`src/rtl/fpu_pkg.sv`:
```
// Shared constants for the floating-point operand preparation stage:
// field widths, bias, state codes and special-value classification codes.
package fpu_pkg;

    localparam int unsigned EXP_W  = 8;
    localparam int unsigned MANT_W = 24;
    localparam int unsigned FRAC_W = MANT_W - 1;
    localparam int unsigned BIAS   = 127;
    localparam int unsigned XEXP_W = 10;
    localparam int unsigned CNT_W  = 5;
    localparam int unsigned MAX_SHIFT = 24;

    localparam logic [EXP_W-1:0] EXP_ALL_ONES = 8'd255;

    localparam logic [1:0] ESP_NORMAL = 2'b00;
    localparam logic [1:0] ESP_ZERO   = 2'b01;
    localparam logic [1:0] ESP_INF    = 2'b10;
    localparam logic [1:0] ESP_NAN    = 2'b11;

    localparam logic [2:0] OCIOSO     = 3'd0;
    localparam logic [2:0] DECODIFICA = 3'd1;
    localparam logic [2:0] COMPARA    = 3'd2;
    localparam logic [2:0] DESLOCA    = 3'd3;
    localparam logic [2:0] ENTREGA    = 3'd4;

endpackage

```
`src/rtl/desempacota_pf.sv`:
```
// Combinational split of one IEEE-754 single into sign, exponent, 24-bit
// mantissa (hidden bit restored, denormals flushed) and class flags.
// Ports: op (operand in); sinal, expo, mant, is_zero, is_inf, is_nan (out).
module desempacota_pf
    import fpu_pkg::*;
(
    input  logic [31:0]       op,
    output logic              sinal,
    output logic [EXP_W-1:0]  expo,
    output logic [MANT_W-1:0] mant,
    output logic              is_zero,
    output logic              is_inf,
    output logic              is_nan
);

    logic [FRAC_W-1:0] frac;

    assign sinal   = op[31];
    assign expo    = op[30:23];
    assign frac    = op[22:0];
    assign is_zero = (expo == '0);
    assign is_inf  = (expo == EXP_ALL_ONES) && (frac == '0);
    assign is_nan  = (expo == EXP_ALL_ONES) && (frac != '0);
    assign mant    = is_zero ? '0 : {1'b1, frac};

endmodule

```
`src/rtl/alinhador_pf.sv`:
```
// Operand preparation for the FPU: unpacks two singles, classifies special
// values, computes provisional exponent/sign and, for addition, aligns the
// smaller mantissa one bit per cycle before pulsing ula_start to the ALU.
// Ports: clk, rst_n, start, multiplica, op_a, op_b (in);
//        ula_a, ula_b, ula_multiplica, ula_start, exp_out, sinal_out,
//        sub_efetiva, sticky, especial, pronto, ocupado (out, all registered).
module alinhador_pf
    import fpu_pkg::*;
(
    input  logic                clk,
    input  logic                rst_n,
    input  logic                start,
    input  logic                multiplica,
    input  logic [31:0]         op_a,
    input  logic [31:0]         op_b,
    output logic [MANT_W-1:0]   ula_a,
    output logic [MANT_W-1:0]   ula_b,
    output logic                ula_multiplica,
    output logic                ula_start,
    output logic [XEXP_W-1:0]   exp_out,
    output logic                sinal_out,
    output logic                sub_efetiva,
    output logic                sticky,
    output logic [1:0]          especial,
    output logic                pronto,
    output logic                ocupado
);

    logic [2:0]         state, state_n;
    logic [31:0]        op_a_r, op_a_n, op_b_r, op_b_n;
    logic               mult_r, mult_n;
    logic [CNT_W-1:0]   cnt, cnt_n;
    logic [MANT_W-1:0]  ula_a_n, ula_b_n;
    logic               ula_mult_n, ula_start_n, sinal_n, sub_n, sticky_n;
    logic               pronto_n, ocupado_n;
    logic [XEXP_W-1:0]  exp_n;
    logic [1:0]         esp_n;

    logic              sa, sb, za, zb, ia, ib, na, nb;
    logic [EXP_W-1:0]  ea, eb, e_big, e_small, e_diff;
    logic [MANT_W-1:0] ma, mb;
    logic              a_maior;

    desempacota_pf u_dec_a (
        .op(op_a_r), .sinal(sa), .expo(ea), .mant(ma),
        .is_zero(za), .is_inf(ia), .is_nan(na)
    );

    desempacota_pf u_dec_b (
        .op(op_b_r), .sinal(sb), .expo(eb), .mant(mb),
        .is_zero(zb), .is_inf(ib), .is_nan(nb)
    );

    // Ordering by {exp, mant}; ties keep op_a as the larger operand.
    assign a_maior = ({ea, ma} >= {eb, mb});
    assign e_big   = a_maior ? ea : eb;
    assign e_small = a_maior ? eb : ea;
    assign e_diff  = e_big - e_small;

    // Next-state and next-output logic.
    always_comb begin
        state_n     = state;
        op_a_n      = op_a_r;
        op_b_n      = op_b_r;
        mult_n      = mult_r;
        cnt_n       = cnt;
        ula_a_n     = ula_a;
        ula_b_n     = ula_b;
        ula_mult_n  = ula_multiplica;
        exp_n       = exp_out;
        sinal_n     = sinal_out;
        sub_n       = sub_efetiva;
        sticky_n    = sticky;
        esp_n       = especial;
        ula_start_n = 1'b0;
        pronto_n    = 1'b0;

        case (state)
            OCIOSO: begin
                if (start) begin
                    op_a_n     = op_a;
                    op_b_n     = op_b;
                    mult_n     = multiplica;
                    ula_mult_n = multiplica;
                    sticky_n   = 1'b0;
                    state_n    = DECODIFICA;
                end
            end

            DECODIFICA: begin
                sub_n   = 1'b0;
                esp_n   = ESP_NORMAL;
                sinal_n = sa ^ sb;
                if (na || nb) begin
                    esp_n = ESP_NAN;
                end else if (mult_r && ((ia && zb) || (za && ib))) begin
                    esp_n = ESP_NAN;
                end else if (!mult_r && ia && ib && (sa != sb)) begin
                    esp_n = ESP_NAN;
                end else if (ia || ib) begin
                    esp_n   = ESP_INF;
                    sinal_n = ia ? sa : sb;
                end else if (mult_r && (za || zb)) begin
                    esp_n = ESP_ZERO;
                end else if (!mult_r && za && zb) begin
                    esp_n   = ESP_ZERO;
                    sinal_n = sa & sb;
                end

                if (esp_n != ESP_NORMAL) begin
                    state_n  = ENTREGA;
                    pronto_n = 1'b1;
                end else begin
                    state_n = COMPARA;
                end
            end

            COMPARA: begin
                if (mult_r) begin
                    exp_n       = XEXP_W'(ea) + XEXP_W'(eb) - XEXP_W'(BIAS);
                    sinal_n     = sa ^ sb;
                    sub_n       = 1'b0;
                    ula_a_n     = ma;
                    ula_b_n     = mb;
                    state_n     = ENTREGA;
                    pronto_n    = 1'b1;
                    ula_start_n = 1'b1;
                end else begin
                    exp_n   = XEXP_W'(e_big);
                    sinal_n = a_maior ? sa : sb;
                    sub_n   = sa ^ sb;
                    ula_a_n = a_maior ? ma : mb;
                    ula_b_n = a_maior ? mb : ma;
                    cnt_n   = (e_diff > EXP_W'(MAX_SHIFT)) ? CNT_W'(MAX_SHIFT)
                                                           : CNT_W'(e_diff);
                    if (e_diff != '0) begin
                        state_n = DESLOCA;
                    end else begin
                        state_n     = ENTREGA;
                        pronto_n    = 1'b1;
                        ula_start_n = 1'b1;
                    end
                end
            end

            DESLOCA: begin
                ula_b_n  = ula_b >> 1;
                sticky_n = sticky | ula_b[0];
                cnt_n    = cnt - CNT_W'(1);
                if (cnt <= CNT_W'(1)) begin
                    state_n     = ENTREGA;
                    pronto_n    = 1'b1;
                    ula_start_n = 1'b1;
                end
            end

            ENTREGA: begin
                state_n = OCIOSO;
            end

            default: begin
                state_n = OCIOSO;
            end
        endcase

        ocupado_n = (state_n != OCIOSO);
    end

    // State and output registers.
    always_ff @(posedge clk or negedge rst_n) begin
        if (!rst_n) begin
            state          <= OCIOSO;
            op_a_r         <= '0;
            op_b_r         <= '0;
            mult_r         <= 1'b0;
            cnt            <= '0;
            ula_a          <= '0;
            ula_b          <= '0;
            ula_multiplica <= 1'b0;
            ula_start      <= 1'b0;
            exp_out        <= '0;
            sinal_out      <= 1'b0;
            sub_efetiva    <= 1'b0;
            sticky         <= 1'b0;
            especial       <= ESP_NORMAL;
            pronto         <= 1'b0;
            ocupado        <= 1'b0;
        end else begin
            state          <= state_n;
            op_a_r         <= op_a_n;
            op_b_r         <= op_b_n;
            mult_r         <= mult_n;
            cnt            <= cnt_n;
            ula_a          <= ula_a_n;
            ula_b          <= ula_b_n;
            ula_multiplica <= ula_mult_n;
            ula_start      <= ula_start_n;
            exp_out        <= exp_n;
            sinal_out      <= sinal_n;
            sub_efetiva    <= sub_n;
            sticky         <= sticky_n;
            especial       <= esp_n;
            pronto         <= pronto_n;
            ocupado        <= ocupado_n;
        end
    end

endmodule

```
`config.mk`:
```
export PLATFORM = sky130hd
export DESIGN_NAME = alinhador_pf
export DESIGN_NICKNAME = d
export VERILOG_FILES = /design/src/rtl/fpu_pkg.sv /design/src/rtl/desempacota_pf.sv /design/src/rtl/alinhador_pf.sv
export SDC_FILE = /design/constraint.sdc
export NUM_CORES = 1
export LEC_CHECK = 0
export BUFFER_PORTS_ARGS = -buffer_cell sky130_fd_sc_hd__buf_2
export CORE_ASPECT_RATIO = 0.9
export CORE_UTILIZATION = 40
export CTS_CLUSTER_SIZE = 12
export DETAILED_ROUTE_END_ITERATION = 8
export HOLD_SLACK_MARGIN = 0.08
export SETUP_SLACK_MARGIN = 0.15
export SLEW_MARGIN = 40
export SYNTH_ARGS = -nofsm -noshare
export SYNTH_HDL_FRONTEND = slang
export SYNTH_SLANG_ARGS = --single-unit
```
`constraint.sdc`:
```
create_clock -name clk -period 10.1 [get_ports clk]
set_clock_uncertainty 0.05 [all_clocks]
set_input_delay 3.03 -clock clk [delete_from_list [all_inputs] [get_ports clk]]
set_output_delay 3.03 -clock clk [all_outputs]
set_load 0.02 [all_outputs]
```
### Yosys cells after proc, flatten, opt, wreduce, memory -nomap -nowiden

Index checks and enable logic that the tools add are counted.

* bits in registers: 139
* logic and storage cells: 113
* input bits: 68
* output and inout port bits: 67

* muxes and demuxes: 46
* reductions and logical operators: 34
* eq/ne operators: 8
* $add $sub $neg: 4
* bitwise operators: 3
* $lt $le $gt $ge: 3

Operators with widths (count)
* $mux 24: 6
* $pmux 24 s2: 1
* $logic_not 23->1: 2
* $reduce_bool 23->1: 2
* $ge 32x32->1: 1
* $mux 1: 17
* $eq 8x8->1 const B: 2
* $logic_not 8->1: 2
* $mux 8: 2
* $mux 3: 5
* $logic_and 1x1->1: 13
* $pmux 3 s4: 1
* $mux 10: 1
* $mux 2: 5
* $mux 5: 2
* $pmux 5 s2: 1
* $sub 9x7->10 const B: 1
* $add 8x8->9: 1
* $gt 8x5->1 const B: 1
* $pmux 1 s2: 4
* $reduce_bool 2->1: 4
* $reduce_bool 8->1: 1
* $sub 8x8->8: 1
* $eq 3x2->1 const B: 2
* 14 further kinds: 20

### Depth between registers and ports, before layout

Gate-level depths: netlist of the first run.

* depth after elaboration: 14
* mapped depth: 19
* mapped depth without buffers: 18

### By module

From an unflattened synthesis of the first run, not the netlist that was laid out.

* cell total of the unflattened synthesis: 886
* area total of the unflattened synthesis: 8435.6 um^2

Modules (own cells, without submodules)
* alinhador_pf: area an instance 7792.5 um^2, cells an instance 784, times used 1, sequential area each 3478.3 um^2
* desempacota_pf: area an instance 321.6 um^2, cells an instance 51, times used 2, sequential area each 0.0 um^2

### Worst setup path before layout of the first run

Ideal clock, no wire load.

* path kind: register to register
* from: reg op_a_r[27]
* to: reg ocupado
* cell stages (with the launch flop): 18
* arrival time: 4.152 ns
* library setup time: 0.129 ns
* buffers on the path: 1
* slack: 5.769 ns
* period minus slack after synthesis: 4.331 ns
* required time: 9.921 ns
* cell sequence: dfrtp_1 -> nor4_1 -> nand2_1 -> clkbuf_1 -> nand2_1 -> ha_1 -> nand2b_1 -> a2111o_1 -> a32o_1 -> o21a_4 -> nor4_2 -> nor2_1 -> ha_1 -> a221o_1 -> xnor2_1 -> nor4_2 -> nand4_2 -> a2111o_1

* longest elaborated chain between the ends: 14
* elaborated cells on any way between the ends: 36
* classes of those cells: add/sub (1); order compare (1); eq/ne (1); mux (14); reduce/logical (19)

Ends and longest elaborated chain
* from (decl): line alinhador_pf.sv:30 `logic [31:0] op_a_r, op_a_n, op_b_r, op_b_n;`
* from (signal assigned): line alinhador_pf.sv:190 `op_a_r <= op_a_n;`
* parallel branches: the longest is 12 deep, another holds $ge 32x32->1
* $pmux 3 s4 (*): line alinhador_pf.sv:78 `case (state)`
* $reduce_bool 3->1 (*): line alinhador_pf.sv:166 `ocupado_n = (state_n != OCIOSO);`
* net ocupado_n: line alinhador_pf.sv:35 `logic pronto_n, ocupado_n;`
* to (signal assigned): line alinhador_pf.sv:204 `ocupado <= ocupado_n;`
* to (decl): line alinhador_pf.sv:26 `output logic ocupado`

Mark *: on every way through the listed nets, which the timed path passes. The select of a mux whose other input is x is not followed.
A chain may end at the register's enable or synchronous reset.

### Final worst setup path of the first run

* from: reg op_b_r[25]
* to: reg ocupado

* longest elaborated chain between the ends: 13
* elaborated cells on any way between the ends: 34
* classes of those cells: add/sub (1); order compare (1); eq/ne (1); mux (14); reduce/logical (17)

Ends and longest elaborated chain
* from (decl): line alinhador_pf.sv:30
* from (signal assigned): line alinhador_pf.sv:191 `op_b_r <= op_b_n;`
* parallel branches: the longest is 11 deep, another holds $ge 32x32->1
* $pmux 3 s4 (*): line alinhador_pf.sv:78
* $reduce_bool 3->1 (*): line alinhador_pf.sv:166
* net ocupado_n: line alinhador_pf.sv:35

Marked as above.

==> run summary, run 1 <==
vias in the first global route - 6372
Routed Antenna Nets - 0
antenna cells - 0
Max Cap Viol - 0
TritonCTS clock tree - built
initial DRC count - 724
worst-path maximum fanout - 27
largest cells by area after synthesis - dfrtp_1 42%, ha_1 7.9%, mux2_2 7.7%
Row Count - 49
Horiz. Die Dim - 153.0 µm
Worst Path Required - 10.34 ns
R2R depth - 14
post-synthesis average cell area - 8.968 µm²
gr usage total - 0.2276
total core area - 20050 µm²
IO Count - 135
Initial Util - 0.4093
Synth top area share - 0.4239
Die Footprint - 21090 µm²
layout cells sized above 1 - 0.2406
grt total ovfl - 0
first-pass GRT wire length - 36.71 mm
placed cell area - 9091 µm²
Max Root-Sink Buffers - 2
CP endpoint kind - register
nets@finish - 1149
DR vias/cell - 5.495
final WL - 23.29 mm
FF+latch count, synth - 139
Synth Net Count - 1036
Critical Path AT - 5.47 ns
Final Hold Fails - 0
GPL Wtd Cong - 0.9206
Hold Crit Depth - 2
WS Path Type - reg2reg
# DRC - 0
Post-synth EDFFs - 0
Hold Path Class - reg2reg
final instance area - 9672 µm²
H-tree Lvls - 4
Netlist Area Pre-Place - 8205 µm²
detailed-route via count - 7110
most frequent cell after synthesis - nand2_1
max_slew headroom - 0.4799
CTS Root Cell - clkbuf_16
fin. max-slew vios - 0
status - finished clean
Num CTS Buffers - 17
Post-CTS Hold Buffers - 0
post-CTS sizing - 0
YS warnings - 0
period utilisation layout - 0.5181
WL/cell - 18.00 µm
Mapped Cells - 915
CTS sink count - 139
P&R area growth vs syn - 17.87%
sequential area share after synthesis - 0.4239
ys async rst share - 1.000
RSZ-0062 raised after global routing - no
Yosys cell types - 60
I/O Buffers - 134
Fillers - 1925
Setup Fix Bufs, Post-CTS - 0
Top FF cell, synth - dfrtp_1
min cycle time layout - 5.233 ns
top post-synthesis cells by count - 157 x nand2_1, 139 x dfrtp_1, 116 x o21ai_0
Clock Latency Late Sink - 0.42 ns
Worst Setup Start Kind - register
DR pass1 iterations - 7
largest net degree at the start of global routing - 82
Final setup viols - 0
Least-Margin Pin Slew - 0.7730 ns
setup TNS - 0 ns
DPL Wire Length - 17.48 mm
Die H - 137.9 µm
cell taking the most area after synthesis - dfrtp_1
Max Fclk - 191.1 MHz
clk slew on worst S/H paths - 0.06 ns
initial antenna violation count - 0
-- critical path: stages (launching register included) --
cell       delay, ns
dfrtp_1         0.43
nor4_1          0.46
nand2_2         0.41
and2_1          0.34
ha_1            0.27
nand2b_1        0.14
a2111o_1        0.40
a32o_1          0.27
o21a_4          0.25
nor2_2          0.44
mux2_2          0.43
nor4_1          0.36
a2bb2oi_2       0.20
nand4_2         0.18
a2111o_1        0.46
-- cells by family after synthesis --
| logic type | after synthesis | share of synthesized area |
|---|---|---|
| buf+inv | 78 | 0.03599 |
| flops | 139 | 0.4239 |
| xor+xnor | 12 | 0.01281 |
| fa+ha+maj | 53 | 0.08173 |
| compound gates | 256 | 0.1868 |
| mux | 59 | 0.08051 |
| simple gates | 318 | 0.1783 |
-- sequential cells by signal, summed over array words and instances, names as in the netlist --
| name | flops |
|---|---|
| state | 3 |
| sub_efetiva | 1 |
| exp_out | 10 |
| pronto | 1 |
| op_b_r | 32 |
| cnt | 5 |
| sticky | 1 |
| sinal_out | 1 |
| ula_start | 1 |
| ula_a | 24 |
| ocupado | 1 |
| mult_r | 1 |
| op_a_r | 32 |
| ula_b | 24 |
| especial | 2 |
-- metrics by stage --
step,instances,utilization,hold WS (ns),setup slack [ns]
after floorplan,915,-,0.4229,5.769
after global placement,1264,0.4533,0.4088,4.675
after detailed placement,1264,0.4535,0.4146,4.505
after CTS,1294,0.4819,0.4280,4.471
after global routing,1294,0.4824,0.4534,4.528
final,1294,0.4824,0.4236,4.867
-- placed cells by master, fill, tap and decap left out, drive strengths merged, types with 26 or more instances in the layout --
| cell | count |
|---|---|
| o211ai | 26 |
| ha | 52 |
| inv | 34 |
| mux2 | 56 |
| buf | 142 |
| dfrtp | 139 |
| o21ai | 118 |
| nor2 | 62 |
| nand2 | 157 |
| a21oi | 68 |
-- cell type report --
| type | count | area (µm²) | area share |
|---|---|---|---|
| timing repair buffer | 142 | 744.5 | 0.07697 |
| clock buffer | 18 | 429.2 | 0.04437 |
| inverter | 30 | 112.6 | 0.01164 |
| clock inverter | 12 | 140.1 | 0.01449 |
| tap | 255 | 319.1 | 0.03299 |
| sequential | 139 | 3478 | 0.3596 |
| multi-input combinational | 698 | 4448 | 0.4599 |
-- final timing paths --
path                       startpoint          to  slack, ns
hold reg to reg            exp_out[6]  exp_out[6]       0.42
min in group asynchronous       rst_n  exp_out[9]       2.59
setup / recovery           op_b_r[25]     ocupado       4.87
max in group asynchronous       rst_n   op_b_r[2]       6.38
setup reg to reg           op_b_r[25]     ocupado       4.87
hold / removal             exp_out[6]  exp_out[6]       0.42
-- routing by layer --
layer / track usage / vias to the layer above / wire [µm]
li1: - / 3487 / -
met1: 0.3837 / 3342 / 12740
met2: 0.2864 / 261 / 8759
met3: 0.03625 / 20 / 1521
met4: 0.05780 / 0 / 266
met5: 0 / - / 0
Power of run 1 is not shown: default switching activity piles up to over one toggle a cycle in this logic, so the estimate is an artifact.
==> run 2: changes to the inputs <==
==> constraint.sdc (replaced) <==
create_clock -name clk -period 4.8 [get_ports clk]
set_clock_uncertainty 0.05 [all_clocks]
set_input_delay 1.44 -clock clk [delete_from_list [all_inputs] [get_ports clk]]
set_output_delay 1.44 -clock clk [all_outputs]
set_load 0.02 [all_outputs]
==> run 2 against run 1 <==
Effect of this change:
- final cell count is 1.9% higher
- hold slack lost 0.0025 ns
- flip-flop and latch count stayed put
- global-route usage is 0.32 points higher
- clock-buffer cell count up 3
- maximum frequency increased by 14%
- final area is 4.0% higher
- register-to-register slack worse by 4.6 ns
- worst setup slack lost 4.6 ns
- die area stayed put
- first-iteration DRC count shrank 24%
- critical path type unchanged
- critical endpoint unchanged
- highest routed layer unchanged
==> run summary, run 2 (synthesis results as in run 1) <==
status - finished clean (unchanged)
Die Footprint - 21090 µm² (unchanged)
fin. max-slew vios - 0 (unchanged)
Least-Margin Pin Slew - 0.7568 ns (was 0.7730 ns)
Routed Antenna Nets - 0 (unchanged)
detailed-route via count - 7172 (was 7110)
period utilisation layout - 0.9529 (was 0.5181)
Die H - 137.9 µm (unchanged)
WL/cell - 18.11 µm (was 18.00 µm)
CTS Root Cell - clkbuf_16 (unchanged)
CP endpoint kind - register (unchanged)
layout cells sized above 1 - 0.2728 (was 0.2406)
Max Root-Sink Buffers - 2 (unchanged)
Horiz. Die Dim - 153.0 µm (unchanged)
worst-path maximum fanout - 8 (was 27)
Clock Latency Late Sink - 0.43 ns (was 0.42 ns)
clk slew on worst S/H paths - 0.06 ns (about the same)
biggest regs - op_a_r x32, op_b_r x32 (unchanged)
Row Count - 49 (unchanged)
Max Fclk - 218.6 MHz (was 191.1 MHz)
max_slew headroom - 0.4908 (was 0.4799)
DR vias/cell - 5.442 (was 5.495)
TritonCTS clock tree - built (unchanged)
initial antenna violation count - 0 (unchanged)
Fillers - 1920 (was 1925)
final WL - 23.86 mm (was 23.29 mm)
most common cell after layout, fill and taps aside - nand2_1 (unchanged)
I/O Buffers - 134 (unchanged)
P&R area growth vs syn - 22.58% (was 17.87%)
gr usage total - 0.2309 (was 0.2276)
Initial Util - 0.4093 (unchanged)
H-tree Lvls - 4 (unchanged)
Final Hold Fails - 0 (unchanged)
initial DRC count - 549 (was 724)
GPL Wtd Cong - 0.9478 (was 0.9206)
IO Count - 135 (unchanged)
vias in the first global route - 6435 (was 6372)
min cycle time layout - 4.574 ns (was 5.233 ns)
nets@finish - 1171 (was 1149)
first-pass GRT wire length - 36.71 mm (unchanged)
Worst Setup Start Kind - register (unchanged)
CTS sink count - 139 (unchanged)
Num CTS Buffers - 17 (unchanged)
largest net degree at the start of global routing - 108 (was 82)
most frequent cells in the layout - 154 x nand2_1, 134 x dfrtp_1, 133 x buf_2, 115 x o21ai_0, 68 x a21oi_1 (was 155 x nand2_1, 139 x dfrtp_1, 133 x buf_2, 116 x o21ai_0, 68 x a21oi_1)
grt total ovfl - 0 (unchanged)
WS Path Type - reg2reg (unchanged)
Final setup viols - 0 (unchanged)
Max Cap Viol - 0 (unchanged)
Worst Path Required - 5.06 ns (was 10.34 ns)
Post-CTS Hold Buffers - 0 (unchanged)
Critical Path AT - 4.83 ns (was 5.47 ns)
setup TNS - 0 ns (unchanged)
RSZ-0062 raised after global routing - no (unchanged)
# DRC - 0 (unchanged)
DPL Wire Length - 17.87 mm (was 17.48 mm)
antenna cells - 0 (unchanged)
DR pass1 iterations - 7 (unchanged)
Hold Path Class - reg2reg (unchanged)
total core area - 20050 µm² (unchanged)
run 2: worst max-delay path, cell delays in order (launching register included):
cell and delay, ns:
dfrtp_1 0.40, nor4_4 0.40, nand2_4 0.15, buf_8 0.17, and2_4 0.17, ha_4 0.23, a2111o_1 0.41, a32o_2 0.31
o21a_4 0.24, nor4_4 0.25, nor2_1 0.09, ha_2 0.18, a221o_1 0.32, xnor2_2 0.18, nor4_2 0.30, nand4_2 0.17
a2111o_1 0.43
run 2: worst paths after layout:
check                              to  cells after the start  startpoint  slack, ns
max                           ocupado                     16  op_a_r[28]       0.23
min                        exp_out[3]                      2  exp_out[3]       0.42
max reg2reg                   ocupado                     16  op_a_r[28]       0.23
min reg2reg                exp_out[3]                      2  exp_out[3]       0.42
max in group asynchronous   ula_a[13]                      3       rst_n       2.93
min in group asynchronous  exp_out[7]                      1       rst_n       0.85
run 2: per-stage QoR:
stage	instances	cell area [µm²]	hold slack, ns	setup slack, ns	util
after floorplan	915	8205	0.4229	0.4691	-
after global placement	1277	9198	0.4089	0.2849	0.4588
after detailed placement	1277	9201	0.4150	0.2171	0.4590
after CTS	1309	9786	0.4287	0.2052	0.4881
after global routing	1318	10060	0.4513	0.05757	0.5017
final	1318	10060	0.4212	0.2260	0.5017
run 2: what timing repair did:
item	4_1_cts	5_1_grt
gates resized for setup	0	32
endpoints found under the setup margin	0	11
setup buffers	0	6
run 2: per-layer routing:
layer  global-route usage  wire length (µm)  up-vias
met4              0.06117               268        0
met1               0.3810             12960     3356
met3              0.04250              1542       23
met5                    0                 0        -
li1                     -                 -     3522
met2               0.2951              9096      271
run 2: final cells by class:
cell class,instances,area (µm²),share of cell area
clock buffer,21,450.4,0.04478
clock inverter,11,133.9,0.01331
inverter,30,112.6,0.01120
multi-input combinational,698,4573,0.4547
sequential,139,3485,0.3464
tap,255,319.1,0.03172
timing repair buffer,164,984.7,0.09790
Power of run 2 is left out for the same reason.
==> run 3: changes to the inputs <==
--- a/config.mk
+++ b/config.mk
@@ -11,6 +11,7 @@
 export CTS_CLUSTER_SIZE = 12
 export DETAILED_ROUTE_END_ITERATION = 8
 export HOLD_SLACK_MARGIN = 0.08
+export PLACE_DENSITY = 0.61
 export SETUP_SLACK_MARGIN = 0.15
 export SLEW_MARGIN = 40
 export SYNTH_ARGS = -nofsm -noshare
==> run 3 against run 2 <==
Effect of this change:
- register-to-register slack improved by 0.02 ns
- non-clock buffer count rose by 2
- first-iteration DRC count rose by 29%
- wire length fell by 0.19%
- final cell count rose by 0.23%
- clock-buffer cell count fell by 2
- maximum frequency rose by 0.41%
- global-route usage fell by 0.26 points
- highest routed layer unchanged
==> run summary, run 3 (synthesis results as in run 1) <==
Crit path depth - 19 (was 16)
# DRC - 0 (unchanged)
CP most frequent cell - nor4_4
reg2reg start - op_a_r[28] (unchanged)
setup TNS - 0 ns (unchanged)
grt total ovfl - 0 (unchanged)
Critical Path AT - 4.84 ns (was 4.83 ns)
Horiz. Die Dim - 153.0 µm (unchanged)
biggest regs - op_a_r x32, op_b_r x32 (unchanged)
max_slew headroom - 0.4480 (was 0.4908)
Setup crit start - op_a_r[28] (unchanged)
layout cells sized above 1 - 0.2833 (was 0.2728)
Clock Latency Late Sink - 0.43 ns (about the same)
Max Fclk - 219.5 MHz (was 218.6 MHz)
CTS sink count - 139 (unchanged)
RSZ-0062 raised after global routing - no (unchanged)
Max Root-Sink Buffers - 2 (unchanged)
Worst Path Required - 5.08 ns (was 5.06 ns)
most frequent cells in the layout - 153 x nand2_1, 134 x dfrtp_1, 133 x buf_2, 112 x o21ai_0, 67 x a21oi_1 (was 154 x nand2_1, 134 x dfrtp_1, 133 x buf_2, 115 x o21ai_0, 68 x a21oi_1)
clk slew on worst S/H paths - 0.06 ns (about the same)
Initial Util - 0.4093 (unchanged)
Final setup viols - 0 (unchanged)
TritonCTS clock tree - built (unchanged)
period utilisation layout - 0.9490 (was 0.9529)
initial DRC count - 710 (was 549)
Crit-path slowest cell - dfrtp_1 (was a2111o_1)
Worst Setup Start Kind - register (unchanged)
IO Count - 135 (unchanged)
vias in the first global route - 6365 (was 6435)
detailed-route via count - 7214 (was 7172)
Die Footprint - 21090 µm² (unchanged)
CP endpoint kind - register (unchanged)
most common cell after layout, fill and taps aside - nand2_1 (unchanged)
Final Hold Fails - 0 (unchanged)
Fillers - 1894 (was 1920)
P&R area growth vs syn - 23.62% (was 22.58%)
largest net degree at the start of global routing - 95 (was 108)
DR pass1 iterations - 5 (was 7)
WL/cell - 18.03 µm (was 18.11 µm)
CP max stage delay - 0.40 ns (was 0.43 ns)
flop2flop setup slack - 0.24 ns (was 0.23 ns)
Max Cap Viol - 0 (unchanged)
count of buffer and inverter cells on the critical path - 2 (was 1)
min cycle time layout - 4.555 ns (was 4.574 ns)
crit-path cells - nor4_4 > nand2_2 > buf_4 > clkbuf_16 > and2_1 > ha_1 > a21oi_1 > o21ai_1 > a32o_2 > o21a_4 > nor4_4 > nor2_1 > ha_2 > a221o_1 > xnor2_2 > nor4_2 > nand4_2 > nor3b_4 > a211oi_2 (was nor4_4 > nand2_4 > buf_8 > and2_4 > ha_4 > a2111o_1 > a32o_2 > o21a_4 > nor4_4 > nor2_1 > ha_2 > a221o_1 > xnor2_2 > nor4_2 > nand4_2 > a2111o_1)
CP top delay family - simple AND/OR/NAND/NOR gates (was compound AO/OA/AOI/OAI gates)
HP Start - ula_a[13] (was exp_out[3])
Row Count - 49 (unchanged)
WS Path Type - reg2reg (unchanged)
I/O Buffers - 134 (unchanged)
initial antenna violation count - 0 (unchanged)
fin. max-slew vios - 0 (unchanged)
Routed Antenna Nets - 0 (unchanged)
antenna cells - 0 (unchanged)
first-pass GRT wire length - 36.64 mm (was 36.71 mm)
Post-CTS Hold Buffers - 0 (unchanged)
gr usage total - 0.2283 (was 0.2309)
R2R depth - 19 (was 16)
final WL - 23.82 mm (was 23.86 mm)
crit path capture - ula_start (was ocupado)
DPL Wire Length - 18.01 mm (was 17.87 mm)
H-tree Lvls - 4 (unchanged)
Hold Path Class - reg2reg (unchanged)
Num CTS Buffers - 17 (unchanged)
CTS Root Cell - clkbuf_16 (unchanged)
DR vias/cell - 5.461 (was 5.442)
Least-Margin Pin Slew - 0.8281 ns (was 0.7568 ns)
worst-path maximum fanout - 10 (was 8)
GPL Wtd Cong - 0.9487 (was 0.9478)
total core area - 20050 µm² (unchanged)
status - finished clean (unchanged)
RR Endpoint - ula_start (was ocupado)
nets@finish - 1174 (was 1171)
Die H - 137.9 µm (unchanged)
run 3: worst min path at each step:
stage | end | cells past startpoint
2_1_floorplan | cnt[4] | 1
3_5_place_dp | exp_out[7] | 2
6_report | ula_a[13] | 2
5_1_grt | exp_out[7] | 2
4_1_cts | exp_out[7] | 2
3_3_place_gp | ula_a[13] | 2
run 3: what timing repair did:
item	CTS	global route
buffers inserted	0	10
endpoints found under the setup margin	0	11
resized for setup	0	42
run 3: cell type report:
type / instances / area (µm²) / area share
Clock buffer: 19 / 452.9 / 0.04465
Clock inverter: 13 / 198.9 / 0.01961
Inverter: 30 / 112.6 / 0.01110
Multi-Input combinational cell: 699 / 4599 / 0.4534
Sequential cell: 139 / 3485 / 0.3435
Tap cell: 255 / 319.1 / 0.03145
Timing Repair Buffer: 166 / 975.9 / 0.09621
run 3: worst register-to-register path: cells and delay by family, from the launching register on:
| kind | cells | cell delay [ns] |
|---|---|---|
| AOI/OAI and AO/OA | 6 | 1.29 |
| DFF | 1 | 0.40 |
| buffers and inverters | 2 | 0.34 |
| adders and majority gates | 2 | 0.51 |
| xor gates and xnor gates | 1 | 0.18 |
| and+or+nand+nor | 8 | 1.71 |
run 3: layer usage:
metal / routed length, µm / track usage
met5: 0 / 0.002381
met4: 200 / 0.05275
met3: 1423 / 0.03813
met2: 9367 / 0.2971
met1: 12830 / 0.3772
run 3: stage by stage:
stage	instances	setup WS [ns]	util	area [µm²]	hold slack, ns
2_1_floorplan	915	0.4691	-	8205	0.4229
3_3_place_gp	1277	0.3003	0.4588	9198	0.4065
3_5_place_dp	1277	0.1809	0.4590	9201	0.4147
4_1_cts	1309	0.1621	0.4915	9853	0.4291
5_1_grt	1321	0.08536	0.5060	10140	0.4426
6_report	1321	0.2446	0.5060	10140	0.4224
Power of run 3 is left out for the same reason.
